## config.mk

```make
export PLATFORM = sky130hd
export DESIGN_NAME = mxalu8_seq
export DESIGN_NICKNAME = d
export VERILOG_FILES = /design/src/rtl/mxalu_pkg.sv /design/src/rtl/alu181_slice.sv /design/src/rtl/mxalu8_seq.sv
export SDC_FILE = /design/constraint.sdc
export NUM_CORES = 1
export LEC_CHECK = 0
export CORE_ASPECT_RATIO = 1.5
export CORE_UTILIZATION = 54
export DETAILED_ROUTE_END_ITERATION = 10
export PLACE_DENSITY = 0.84
export RECOVER_POWER = 50
export SETUP_SLACK_MARGIN = 0.02
export SKIP_LAST_GASP = 1
export SYNTH_ARGS = -nofsm -noshare
export SYNTH_HDL_FRONTEND = slang
export SYNTH_SLANG_ARGS = --single-unit
```

## constraint.sdc

```tcl
create_clock -name clk -period 1.35 [get_ports clk]
set_clock_uncertainty 0.05 [all_clocks]
set_input_delay 0.135 -clock clk [delete_from_list [all_inputs] [get_ports clk]]
set_output_delay 0.135 -clock clk [all_outputs]
set_load 0.1 [all_outputs]
```

## src/rtl/mxalu_pkg.sv

```systemverilog
// rtl/mxalu_pkg.sv - shared types and constants for the mxalu8_seq ALU
//
// Contents:
//   opcode_e     4-bit operation codes ADD..SET
//   FLG_*        bit positions inside the packed status byte
//   rom_entry_t  function-generator control word {s[3:0], m, cn_n}
//   rom_lookup   16-entry opcode ROM
package mxalu_pkg;

    typedef enum logic [3:0] {
        OP_ADD  = 4'h0,
        OP_SUB  = 4'h1,
        OP_INC  = 4'h2,
        OP_DEC  = 4'h3,
        OP_DBL  = 4'h4,
        OP_PSA  = 4'h5,
        OP_PSB  = 4'h6,
        OP_NOT  = 4'h7,
        OP_AND  = 4'h8,
        OP_OR   = 4'h9,
        OP_XOR  = 4'hA,
        OP_XNOR = 4'hB,
        OP_NAND = 4'hC,
        OP_NOR  = 4'hD,
        OP_CLR  = 4'hE,
        OP_SET  = 4'hF
    } opcode_e;

    localparam int FLG_C   = 0;
    localparam int FLG_Z   = 1;
    localparam int FLG_N   = 2;
    localparam int FLG_V   = 3;
    localparam int FLG_H   = 4;
    localparam int FLG_P   = 5;
    localparam int FLG_AEB = 6;
    localparam int FLG_CI  = 7;

    typedef struct packed {
        logic [3:0] s;
        logic       m;
        logic       cn_n;
    } rom_entry_t;

    function automatic rom_entry_t rom_lookup(input opcode_e op);
        rom_entry_t r;
        case (op)
            OP_ADD:  r = '{s: 4'b1001, m: 1'b0, cn_n: 1'b1};
            OP_SUB:  r = '{s: 4'b0110, m: 1'b0, cn_n: 1'b0};
            OP_INC:  r = '{s: 4'b0000, m: 1'b0, cn_n: 1'b0};
            OP_DEC:  r = '{s: 4'b1111, m: 1'b0, cn_n: 1'b1};
            OP_DBL:  r = '{s: 4'b1100, m: 1'b0, cn_n: 1'b1};
            OP_PSA:  r = '{s: 4'b1111, m: 1'b1, cn_n: 1'b1};
            OP_PSB:  r = '{s: 4'b1010, m: 1'b1, cn_n: 1'b1};
            OP_NOT:  r = '{s: 4'b0000, m: 1'b1, cn_n: 1'b1};
            OP_AND:  r = '{s: 4'b1011, m: 1'b1, cn_n: 1'b1};
            OP_OR:   r = '{s: 4'b1110, m: 1'b1, cn_n: 1'b1};
            OP_XOR:  r = '{s: 4'b0110, m: 1'b1, cn_n: 1'b1};
            OP_XNOR: r = '{s: 4'b1001, m: 1'b1, cn_n: 1'b1};
            OP_NAND: r = '{s: 4'b0100, m: 1'b1, cn_n: 1'b1};
            OP_NOR:  r = '{s: 4'b0001, m: 1'b1, cn_n: 1'b1};
            OP_CLR:  r = '{s: 4'b0011, m: 1'b1, cn_n: 1'b1};
            default: r = '{s: 4'b1100, m: 1'b1, cn_n: 1'b1}; // OP_SET
        endcase
        return r;
    endfunction

endpackage

```

## src/rtl/alu181_slice.sv

```systemverilog
// rtl/alu181_slice.sv - 4-bit 74181-style function generator slice
//
// Ports:
//   a, b     4-bit operands
//   s        function select
//   m        1 = logic mode (carries ignored in the result)
//   cn_n     active-low carry in
//   f        4-bit result
//   p_grp    slice propagate (active high, AND of bit propagates)
//   g_grp    slice generate (active high, carry out assuming carry in = 0)
//   cn4_n    active-low carry out
module alu181_slice (
    input  logic [3:0] a,
    input  logic [3:0] b,
    input  logic [3:0] s,
    input  logic       m,
    input  logic       cn_n,
    output logic [3:0] f,
    output logic       p_grp,
    output logic       g_grp,
    output logic       cn4_n
);

    logic [3:0] d;
    logic [3:0] e;
    logic [3:0] p;
    logic [3:0] g;
    logic [4:0] c;

    always_comb begin
        d     = '0;
        e     = '0;
        p     = '0;
        g     = '0;
        c     = '0;
        f     = '0;
        g_grp = 1'b0;
        c[0]  = ~cn_n;
        for (int i = 0; i < 4; i++) begin
            d[i]     = ~(a[i] | (b[i] & s[0]) | (~b[i] & s[1]));
            e[i]     = ~((a[i] & ~b[i] & s[2]) | (a[i] & b[i] & s[3]));
            p[i]     = ~d[i];
            g[i]     = ~e[i];
            c[i+1]   = g[i] | (p[i] & c[i]);
            // m forces the carry term high, which turns the sum into a pure
            // bitwise function of e and d.
            f[i]     = e[i] ^ d[i] ^ (m | c[i]);
            g_grp    = g[i] | (p[i] & g_grp);
        end
    end

    assign p_grp = &p;
    assign cn4_n = ~c[4];

endmodule

```

## src/rtl/mxalu8_seq.sv

```systemverilog
// rtl/mxalu8_seq.sv - 8-bit registered ALU built from cascaded 74181-style slices
//
// Optional feature macro: MXALU_PARITY_EN (defined: flags[5] is even parity
// of the result; undefined: flags[5] is tied to 0).
//
// Ports:
//   clk      system clock, rising edge
//   rst_n    asynchronous active-low reset
//   cs_n     active-low chip select; 1 holds all output registers
//   opcode   operation select (mxalu_pkg::opcode_e)
//   a, b     operands
//   f        registered result
//   x        registered group propagate, active low
//   y        registered group generate, active low
//   flags    registered status byte {CI,AEB,P,H,V,N,Z,C}
module mxalu8_seq
    import mxalu_pkg::*;
#(
    parameter int WIDTH = 8
) (
    input  logic             clk,
    input  logic             rst_n,
    input  logic             cs_n,
    input  logic [3:0]       opcode,
    input  logic [WIDTH-1:0] a,
    input  logic [WIDTH-1:0] b,
    output logic [WIDTH-1:0] f,
    output logic             x,
    output logic             y,
    output logic [7:0]       flags
);

    localparam int NS = WIDTH / 4;

    opcode_e          op;
    rom_entry_t       rom;
    logic [NS:0]      cn_chain;
    logic [NS-1:0]    p_grp;
    logic [NS-1:0]    g_grp;
    logic [WIDTH-1:0] f_core;
    logic             p_all;
    logic             g_all;
    logic             ovf;
    logic             parity;
    logic [7:0]       flags_next;

    assign op          = opcode_e'(opcode);
    assign rom         = rom_lookup(op);
    assign cn_chain[0] = rom.cn_n;

    for (genvar k = 0; k < NS; k++) begin : g_slice
        alu181_slice u_slice (
            .a     (a[4*k +: 4]),
            .b     (b[4*k +: 4]),
            .s     (rom.s),
            .m     (rom.m),
            .cn_n  (cn_chain[k]),
            .f     (f_core[4*k +: 4]),
            .p_grp (p_grp[k]),
            .g_grp (g_grp[k]),
            .cn4_n (cn_chain[k+1])
        );
    end

    // Group lookahead across slices; y reflects generate only, independent
    // of the carry in.
    always_comb begin
        p_all = 1'b1;
        g_all = 1'b0;
        for (int k = 0; k < NS; k++) begin
            g_all = g_grp[k] | (p_grp[k] & g_all);
            p_all = p_all & p_grp[k];
        end
    end

    always_comb begin
        ovf = 1'b0;
        if (!rom.m) begin
            case (op)
                OP_ADD:  ovf = (a[WIDTH-1] == b[WIDTH-1]) && (f_core[WIDTH-1] != a[WIDTH-1]);
                OP_SUB:  ovf = (a[WIDTH-1] != b[WIDTH-1]) && (f_core[WIDTH-1] != a[WIDTH-1]);
                OP_INC:  ovf = (a == {1'b0, {(WIDTH-1){1'b1}}});
                OP_DEC:  ovf = (a == {1'b1, {(WIDTH-1){1'b0}}});
                OP_DBL:  ovf = (a[WIDTH-1] != a[WIDTH-2]);
                default: ovf = 1'b0;
            endcase
        end
    end

`ifdef MXALU_PARITY_EN
    assign parity = ~^f_core;
`else
    assign parity = 1'b0;
`endif

    always_comb begin
        flags_next          = '0;
        flags_next[FLG_C]   = ~rom.m & ~cn_chain[NS];
        flags_next[FLG_Z]   = (f_core == '0);
        flags_next[FLG_N]   = f_core[WIDTH-1];
        flags_next[FLG_V]   = ovf;
        flags_next[FLG_H]   = ~rom.m & ~cn_chain[1];
        flags_next[FLG_P]   = parity;
        flags_next[FLG_AEB] = &f_core;
        flags_next[FLG_CI]  = ~rom.cn_n;
    end

    always_ff @(posedge clk or negedge rst_n) begin
        if (!rst_n) begin
            f     <= '0;
            x     <= 1'b1;
            y     <= 1'b1;
            flags <= '0;
        end else if (!cs_n) begin
            f     <= f_core;
            x     <= ~p_all;
            y     <= ~g_all;
            flags <= flags_next;
        end
    end

endmodule

```

==> flow_summary_export.csv, run 1 <==
group,metric,value,unit
status,outcome,"aborted with a tool error",
synthesis,synth.lib_cells_used.distinct,56,
synthesis,yosys_register_bits,16,
synthesis,synth_largest_area_cell,"sky130_fd_sc_hd__dfrtp_1",
synthesis,synth-edff-count,0,
synthesis,synth-main-ff-cell,"sky130_fd_sc_hd__dfrtp_1",
synthesis,yosys_warnings,0,
synthesis,synth.yosys.seq_area_share,23.7,%
synthesis,synth_top_area_share,20.6,%
place,globalplace.congestion,0.917,
synthesis,post_synth_instance_area,0.00170,mm^2
place,io_buffers,39,
synthesis,postSynthNetCount,230,
floorplan,die_w,47.8,um
synthesis,async_flop_share,100,%
floorplan,floorplan.initialDensity,57.7,%
floorplan,std_cell_rows,24,
floorplan,chipHeight,70.7,um
status,firstError,"[ERROR DPL-0033] detailed placement checks failed during check placement.",
synthesis,synthesis.instances,200,
place,hpwlAfterDp,8020,um
synthesis,post_synth.cell_area_avg,8.49,um^2
synthesis,synth.top_cells.by_area,"sky130_fd_sc_hd__dfrtp_1 21%, sky130_fd_sc_hd__ha_1 5.2%, sky130_fd_sc_hd__nand2_1 4.6%",
floorplan,ios,41,
status,failed_stage,"detailed placement",
-- stage by stage --
| step | instance area (um^2) | setup TNS (ns) |
|---|---|---|
| global placement | 2920 | -24.73 |
| floorplan | 1790 | -11.81 |
-- cell families after synthesis --
family	count (synthesis)	share of synthesized area, %
flip-flops	16	23.7
buffers and inverters	17	4.79
adder cells (fa/ha/maj)	7	5.16
AND/OR/NAND/NOR	67	19.2
other	1	0.221
multiplexers	14	8.92
XOR/XNOR	11	7.00
AO/OA/AOI/OAI	67	31.0
-- synth_stat cells, types with 5 or more instances --
master and count:
sky130_fd_sc_hd__clkbuf_1 5, sky130_fd_sc_hd__nand2_1 21, sky130_fd_sc_hd__inv_1 6, sky130_fd_sc_hd__o211ai_1 7
sky130_fd_sc_hd__xor2_1 5, sky130_fd_sc_hd__nor2_1 21, sky130_fd_sc_hd__o2111ai_1 5, sky130_fd_sc_hd__mux2i_1 7
sky130_fd_sc_hd__nand3_1 5, sky130_fd_sc_hd__ha_1 7, sky130_fd_sc_hd__a21oi_1 10, sky130_fd_sc_hd__o21ai_0 10
sky130_fd_sc_hd__a211o_1 7, sky130_fd_sc_hd__dfrtp_1 14
==> run 2, diff against run 1 <==
CORE_ASPECT_RATIO = not set   (was 1.5)
CORE_UTILIZATION = 40   (was 54)
PLACE_DENSITY = not set   (was 0.84)
PLACE_DENSITY_LB_ADDON = 0.15   (was not set)
SETUP_SLACK_MARGIN = not set   (was 0.02)
==> flow_summary_export.csv, run 2 <==
group,metric,value,unit
cts,worstSkewPairLatency,0.25,ns
pwr,pd_cells,1020,mW/mm^2
floorplan,floorplan.initialDensity,42.1,%
synthesis,synth_largest_area_cell,"sky130_fd_sc_hd__dfrtp_1",
grt,gr-usage-all-layers,28.7,%
floorplan,std_cell_rows,23,
layout,multi_input_area,0.00157,mm^2
synthesis,synth-edff-count,0,
grt,pin_count_of_the_biggest_net_entering_global_routing,20,
worst_setup_path,timing_worst_setup_path_type,"input pin to register",
grt,antenna_violations_before_repair,0,
synthesis,synth_top_area_share,20.6,%
route,drtPass1Iterations,5,
floorplan,design.die.area,0.00451,mm^2
route,ant_nets,0,
synthesis,synth.yosys.seq_area_share,23.7,%
worst_setup_path,r2r_slack,0.46,ns
sta,timing.final.max_slew_violations,0,
status,outcome,"finished, violations left",
worst_setup_path,crit_end,"flags[3]",
worst_setup_path,timing.critical_path.fanout_max,6,
synthesis,async_flop_share,100,%
cts,cts-buffers-inserted,3,
pwr,leakagePower,0.00158,uW
cts,clock_sinks,16,
sta,max-slew-margin-rel,43.9,%
worst_setup_path,worst-endpoint-arrival,2.93,ns
worst_setup_path,timing.rr.end,"flags[2]",
layout,layout.cells.most_common,"sky130_fd_sc_hd__buf_4",
sta,worst_max_slew_pin_slew,0.842,ns
synthesis,post_synth.cell_area_avg,8.49,um^2
synthesis,synth.lib_cells_used.distinct,56,
min_path,timing.hold.worst.class,"register to register",
synthesis,synthesis.instances,200,
place,io_buffers,39,
place,post-place-cells,362,
route,finalWirelength,7900,um
synthesis,post_synth_instance_area,0.00170,mm^2
floorplan,die_w,67.2,um
sta,final_critical_path_setup_slack,-1.46,ns
worst_setup_path,critical_path.reg2reg.startpoint,"flags[2]",
layout,largestRegisters,"f (7), flags (7)",
worst_setup_path,critical_path.startpoint,"opcode[1]",
sta,finalHoldViolCount,0,
sta,period_needed,2.81,ns
worst_setup_path,timing.reg2reg.worst_path_depth,1,
route,route.detailed.vias_per_inst,6.14,
place,detailedPlace.worstSlack,-2.11,ns
layout,final.fill_count,182,
synthesis,yosys_warnings,0,
grt,grt_first_pass_wirelength,9760,um
grt,grt_overflow_total,0,
floorplan,ios,41,
synthesis,synth.top_cells.by_count,"21 x sky130_fd_sc_hd__nand2_1, 21 x sky130_fd_sc_hd__nor2_1, 14 x sky130_fd_sc_hd__dfrtp_1",
place,hpwlAfterDp,4430,um
sta,rsz0062_at_grt,"yes",
cts,tritoncts,"done",
place,globalplace.congestion,0.901,
route,vias,2414,
layout,num-nets-final,374,
route,wl_per_cell,20.1,um
sta,timing.final.crit_share,208,%
cts,clock_pin_slew_reported_for_the_worst_setup_and_hold_paths_after_clock_tree_synthesis,0.06,ns
synthesis,postSynthNetCount,230,
floorplan,core_area,0.00403,mm^2
layout,post_route_cells_drive_above_1_share,57.4,%
cts,cts.htree.levels,1,
synthesis,synth.top_cells.by_area,"sky130_fd_sc_hd__dfrtp_1 21%, sky130_fd_sc_hd__ha_1 5.2%, sky130_fd_sc_hd__nand2_1 4.6%",
layout,ant_diodes,0,
worst_setup_path,critPathLaunchType,"input pin",
sta,timing.fmax,356,MHz
layout,seq_cell_area,404,um^2
cts,clockBufferDepth,2,
sta,final-setup-viol-count,15,
min_path,worst_hold_path.num_cells,2,
floorplan,chipHeight,67.2,um
layout,final_cells,393,
cts,cts_root_buf,"sky130_fd_sc_hd__clkbuf_8",
worst_setup_path,worstSetupEndpointType,"register",
layout,most-common-layout-cells,"93 x sky130_fd_sc_hd__buf_4, 20 x sky130_fd_sc_hd__nand2_1, 17 x sky130_fd_sc_hd__clkdlybuf4s50_1, 17 x sky130_fd_sc_hd__buf_12, 16 x sky130_fd_sc_hd__nor2_1",
route,remaining_drc_errors,0,
grt,vias_in_the_first_global_route,2120,
flow_run,drv.max_cap_violation_count,0,
cts,post_cts_hold_buffer_count,0,
layout,layout-area-overhead-vs-synth,111,%
route,initialDrtViolationCount,205,
synthesis,yosys_register_bits,16,
synthesis,synth-main-ff-cell,"sky130_fd_sc_hd__dfrtp_1",
status,violations,"negative setup slack",
pwr,ir_worst_vdd,0.478,mV
worst_setup_path,cp_data_required_time,1.47,ns
## run 2: cell counts after synthesis
Identical to the previous run, type by type.
## run 2: cell type report
type / count / area share (%)
Clock buffer: 4 / 1.54
Inverter: 6 / 1.12
Multi-Input combinational cell: 167 / 43.8
Sequential cell: 16 / 11.3
Tap cell: 50 / 1.75
Timing Repair Buffer: 150 / 40.5
## run 2: kinds of logic after synthesis
| logic type | Yosys count | share of synthesized area, % |
|---|---|---|
| AOI/OAI and AO/OA | 67 | 31.0 |
| xor gates and xnor gates | 11 | 7.00 |
| adders and majority gates | 7 | 5.16 |
| buffers and inverters | 17 | 4.79 |
| DFF | 16 | 23.7 |
| muxes | 14 | 8.92 |
| other | 1 | 0.221 |
| and+or+nand+nor | 67 | 19.2 |
## run 2: worst max-delay path, stage by stage
cell	delay, ns
sky130_fd_sc_hd__buf_8	0.09
sky130_fd_sc_hd__inv_6	0.03
sky130_fd_sc_hd__ha_4	0.26
sky130_fd_sc_hd__buf_4	0.15
sky130_fd_sc_hd__mux2i_4	0.15
sky130_fd_sc_hd__mux2i_4	0.10
sky130_fd_sc_hd__buf_6	0.14
sky130_fd_sc_hd__o211ai_1	0.32
sky130_fd_sc_hd__o21ai_2	0.16
sky130_fd_sc_hd__nor3b_4	0.26
sky130_fd_sc_hd__buf_6	0.15
sky130_fd_sc_hd__o31ai_4	0.11
sky130_fd_sc_hd__a211oi_4	0.33
sky130_fd_sc_hd__buf_4	0.17
sky130_fd_sc_hd__xor3_1	0.23
sky130_fd_sc_hd__o21ai_1	0.12
## run 2: timing repair
| item | in CTS | in global routing |
|---|---|---|
| resized for setup | 56 | 45 |
| endpoints found under the setup margin | 16 | 15 |
| cloned | 1 | 0 |
| pin swaps | 29 | 37 |
| buffers inserted | 13 | 17 |
## run 2: worst min-delay path by stage
stage	start	to	slack, ns
after floorplan	rst_n	f[0]	-0.21
after global placement	rst_n	f[3]	0.42
after detailed placement	rst_n	flags[4]	0.42
after CTS	rst_n	flags[4]	0.17
after global routing	y	y	0.47
final	y	y	0.44
## run 2: per-layer routing
| metal | track usage [%] | vias up | share of wire (%) |
|---|---|---|---|
| met5 | 0 | - | 0 |
| met4 | 12.0 | 0 | 6.6 |
| met3 | 1.69 | 54 | 6.5 |
| met2 | 54.8 | 178 | 52 |
| met1 | 32.5 | 1138 | 35 |
| li1 | - | 1044 | - |
## run 2: power by group
part	total [uW]	leakage [uW]	internal [uW]	switching [uW]
clock	422	0.0000288	258	163
sequential	661	0.000199	566	95.3
combinational	2580	0.00136	1120	1450
## run 2: stage by stage
step                      hold WS [ns]  TNS [ns]  util [%]  power, uW  instance area, um^2
final                            0.444    -16.05      89.0       3660                 3580
after detailed placement         0.421    -26.46      73.9       2780                 2980
after CTS                        0.168    -15.46      82.1       3360                 3310
after global placement           0.419    -25.27      73.9       2730                 2980
after floorplan                 -0.211    -11.81         -       1830                 1790
after global routing             0.468    -17.20      89.0       3780                 3580
Power figures use the tool's default switching activity.
==> run 3, diff against run 2 <==
SYNTH_HIERARCHICAL = 1   (was not set)
==> flow_summary_export.csv, run 3 <==
group,metric,value,unit
status,outcome,"finished, violations left",
status,violations,"negative setup slack",
synthesis,synth-edff-count,0,
min_path,timing.hold.worst.class,"input pin to async pin",
flow_run,drv.max_cap_violation_count,0,
grt,gr-usage-all-layers,27.5,%
synthesis,synth.lib_cells_used.distinct,44,
place,globalplace.congestion,0.884,
cts,clock_pin_slew_reported_for_the_worst_setup_and_hold_paths_after_clock_tree_synthesis,0.07,ns
layout,layout-area-overhead-vs-synth,113,%
floorplan,chipHeight,64.3,um
cts,tritoncts,"done",
worst_setup_path,worst_path_max_delay_cell,"sky130_fd_sc_hd__a221o_1",
sta,rsz0062_at_grt,"yes",
grt,grt_overflow_total,0,
grt,grt_first_pass_wirelength,8850,um
place,cell_area_placed,0.00277,mm^2
route,route.detailed.vias_per_inst,5.95,
synthesis,synth.yosys.seq_area_share,26.0,%
synthesis,synth_largest_area_cell,"sky130_fd_sc_hd__dfrtp_1",
synthesis,yosys_warnings,6,
sta,finalHoldViolCount,0,
synthesis,yosys_register_bits,16,
worst_setup_path,worstSetupEndpointType,"register",
route,wl_per_cell,21.3,um
floorplan,ios,41,
layout,ant_diodes,0,
worst_setup_path,worst-endpoint-arrival,3.18,ns
route,vias,2119,
layout,num-nets-final,337,
layout,largestRegisters,"f (7), flags (7)",
synthesis,synth.top_cells.by_count,"20 x sky130_fd_sc_hd__nand2_1, 14 x sky130_fd_sc_hd__dfrtp_1, 13 x sky130_fd_sc_hd__nor2b_1",
synthesis,synthesis.instances,178,
synthesis,postSynthNetCount,206,
pwr,pd_cells,1100,mW/mm^2
synthesis,synth-main-ff-cell,"sky130_fd_sc_hd__dfrtp_1",
cts,cts-buffers-inserted,3,
floorplan,std_cell_rows,22,
worst_setup_path,critPathLaunchType,"input pin",
route,remaining_drc_errors,0,
sta,final_critical_path_setup_slack,-1.75,ns
worst_setup_path,cp_top_family,"compound AO/OA/AOI/OAI gates",
worst_setup_path,cp_cell_sequence,"clkdlybuf4s15_1, buf_6, buf_4, o21ai_2, o21ai_2, buf_6, mux2_2, and2_1, o21ai_1, a31o_1, a211oi_2, o22ai_2, xnor2_2, o22ai_1, a221o_1, o31a_1",
layout,final.fill_count,146,
layout,multi_input_area,0.00141,mm^2
grt,antenna_violations_before_repair,0,
pwr,leakagePower,0.00146,uW
route,drtPass1Iterations,4,
worst_setup_path,cp_data_required_time,1.43,ns
route,finalWirelength,7590,um
route,initialDrtViolationCount,184,
layout,most-common-layout-cells,"74 x sky130_fd_sc_hd__buf_4, 19 x sky130_fd_sc_hd__buf_12, 18 x sky130_fd_sc_hd__nand2_1, 18 x sky130_fd_sc_hd__buf_6, 17 x sky130_fd_sc_hd__clkdlybuf4s50_1",
sta,final-setup-viol-count,15,
synthesis,async_flop_share,100,%
floorplan,core_area,0.00369,mm^2
worst_setup_path,timing_worst_setup_path_type,"input pin to register",
worst_setup_path,timing.critical_path.fanout_max,5,
sta,worst_max_slew_pin_slew,0.899,ns
sta,timing.fmax,323,MHz
cts,clockBufferDepth,2,
grt,pin_count_of_the_biggest_net_entering_global_routing,17,
sta,period_needed,3.10,ns
worst_setup_path,worst_path_largest_cell_delay,0.34,ns
cts,cts.htree.levels,1,
layout,post_route_cells_drive_above_1_share,58.4,%
synthesis,post_synth.cell_area_avg,8.72,um^2
layout,seq_cell_area,404,um^2
worst_setup_path,worstPathBufferInverterCount,4,
place,io_buffers,39,
cts,post_cts_hold_buffer_count,0,
layout,layout.cell_area.non_filler,0.00330,mm^2
pwr,ir_worst_vdd,0.559,mV
sta,max-slew-margin-rel,40.1,%
floorplan,die_w,64.3,um
synthesis,synth_top_area_share,22.6,%
sta,timing.final.crit_share,229,%
synthesis,post_synth_instance_area,0.00155,mm^2
cts,clock_sinks,16,
place,hpwlAfterDp,4200,um
layout,layout.cells.most_common,"sky130_fd_sc_hd__buf_4",
floorplan,design.die.area,0.00413,mm^2
sta,timing.final.max_slew_violations,0,
layout,final_core_utilization,89.6,%
floorplan,floorplan.initialDensity,42.1,%
cts,worstSkewPairLatency,0.25,ns
route,ant_nets,0,
synthesis,synthMostInstantiatedCell,"sky130_fd_sc_hd__nand2_1",
grt,vias_in_the_first_global_route,1941,
cts,cts_root_buf,"sky130_fd_sc_hd__clkbuf_8",
synthesis,synth.top_cells.by_area,"sky130_fd_sc_hd__dfrtp_1 23%, sky130_fd_sc_hd__mux2_2 7.3%, sky130_fd_sc_hd__nor2b_1 5.2%",
-- run 3: worst paths after layout --
kind	from	to	slack, ns	cells after the start
setup / recovery	opcode[3]	flags[3]	-1.75	16
hold / removal	rst_n	flags[4]	0.48	2
setup reg to reg	flags[2]	flags[2]	0.46	1
hold reg to reg	f[3]	f[3]	0.48	1
max in group asynchronous	rst_n	flags[2]	0.17	2
min in group clk	f[3]	f[3]	0.48	1
-- run 3: layer usage --
metal | track usage (%) | vias to the layer above | share of wire [%]
met4 | 10.0 | 0 | 3.5
met2 | 53.9 | 140 | 54
li1 | - | 905 | -
met1 | 29.7 | 1046 | 37
met5 | 0 | - | 0
met3 | 3.04 | 28 | 5.7
-- run 3: cell type report --
class | instances | area share (%)
multi-input cells | 147 | 42.5
repair buffers | 133 | 40.6
flip-flops and latches | 16 | 12.2
well taps | 48 | 1.82
inverters | 8 | 1.44
clock buffers | 4 | 1.36
-- run 3: report_power, final --
group / switching [uW] / internal, uW
clock network: 179 / 209
registers: 104 / 572
logic: 1450 / 1110
-- run 3: cell families after synthesis --
family	after synthesis	synth area share, %
other	1	0.242
AOI/OAI and AO/OA	48	23.1
DFF	16	26.0
xor gates and xnor gates	9	5.08
adders and majority gates	5	4.03
and+or+nand+nor	66	23.2
buffers and inverters	15	4.35
muxes	18	14.0
-- run 3: per-stage QoR --
step / setup slack [ns] / hold WS, ns / setup TNS [ns] / power, uW / cells
floorplan: -1.80 / -0.211 / -15.16 / 1870 / 178
global placement: -2.30 / 0.418 / -27.09 / 2770 / 327
detailed placement: -2.44 / 0.435 / -28.64 / 2830 / 327
CTS: -1.70 / 0.162 / -17.89 / 3350 / 340
global route: -1.85 / 0.487 / -19.84 / 3720 / 356
finish: -1.75 / 0.475 / -18.96 / 3630 / 356
-- run 3: repair_timing --
action / 4_1_cts / 5_1_grt
setup buffers: 13 / 21
resized for setup: 40 / 43
pin swaps: 29 / 28
setup endpoints to repair: 15 / 15
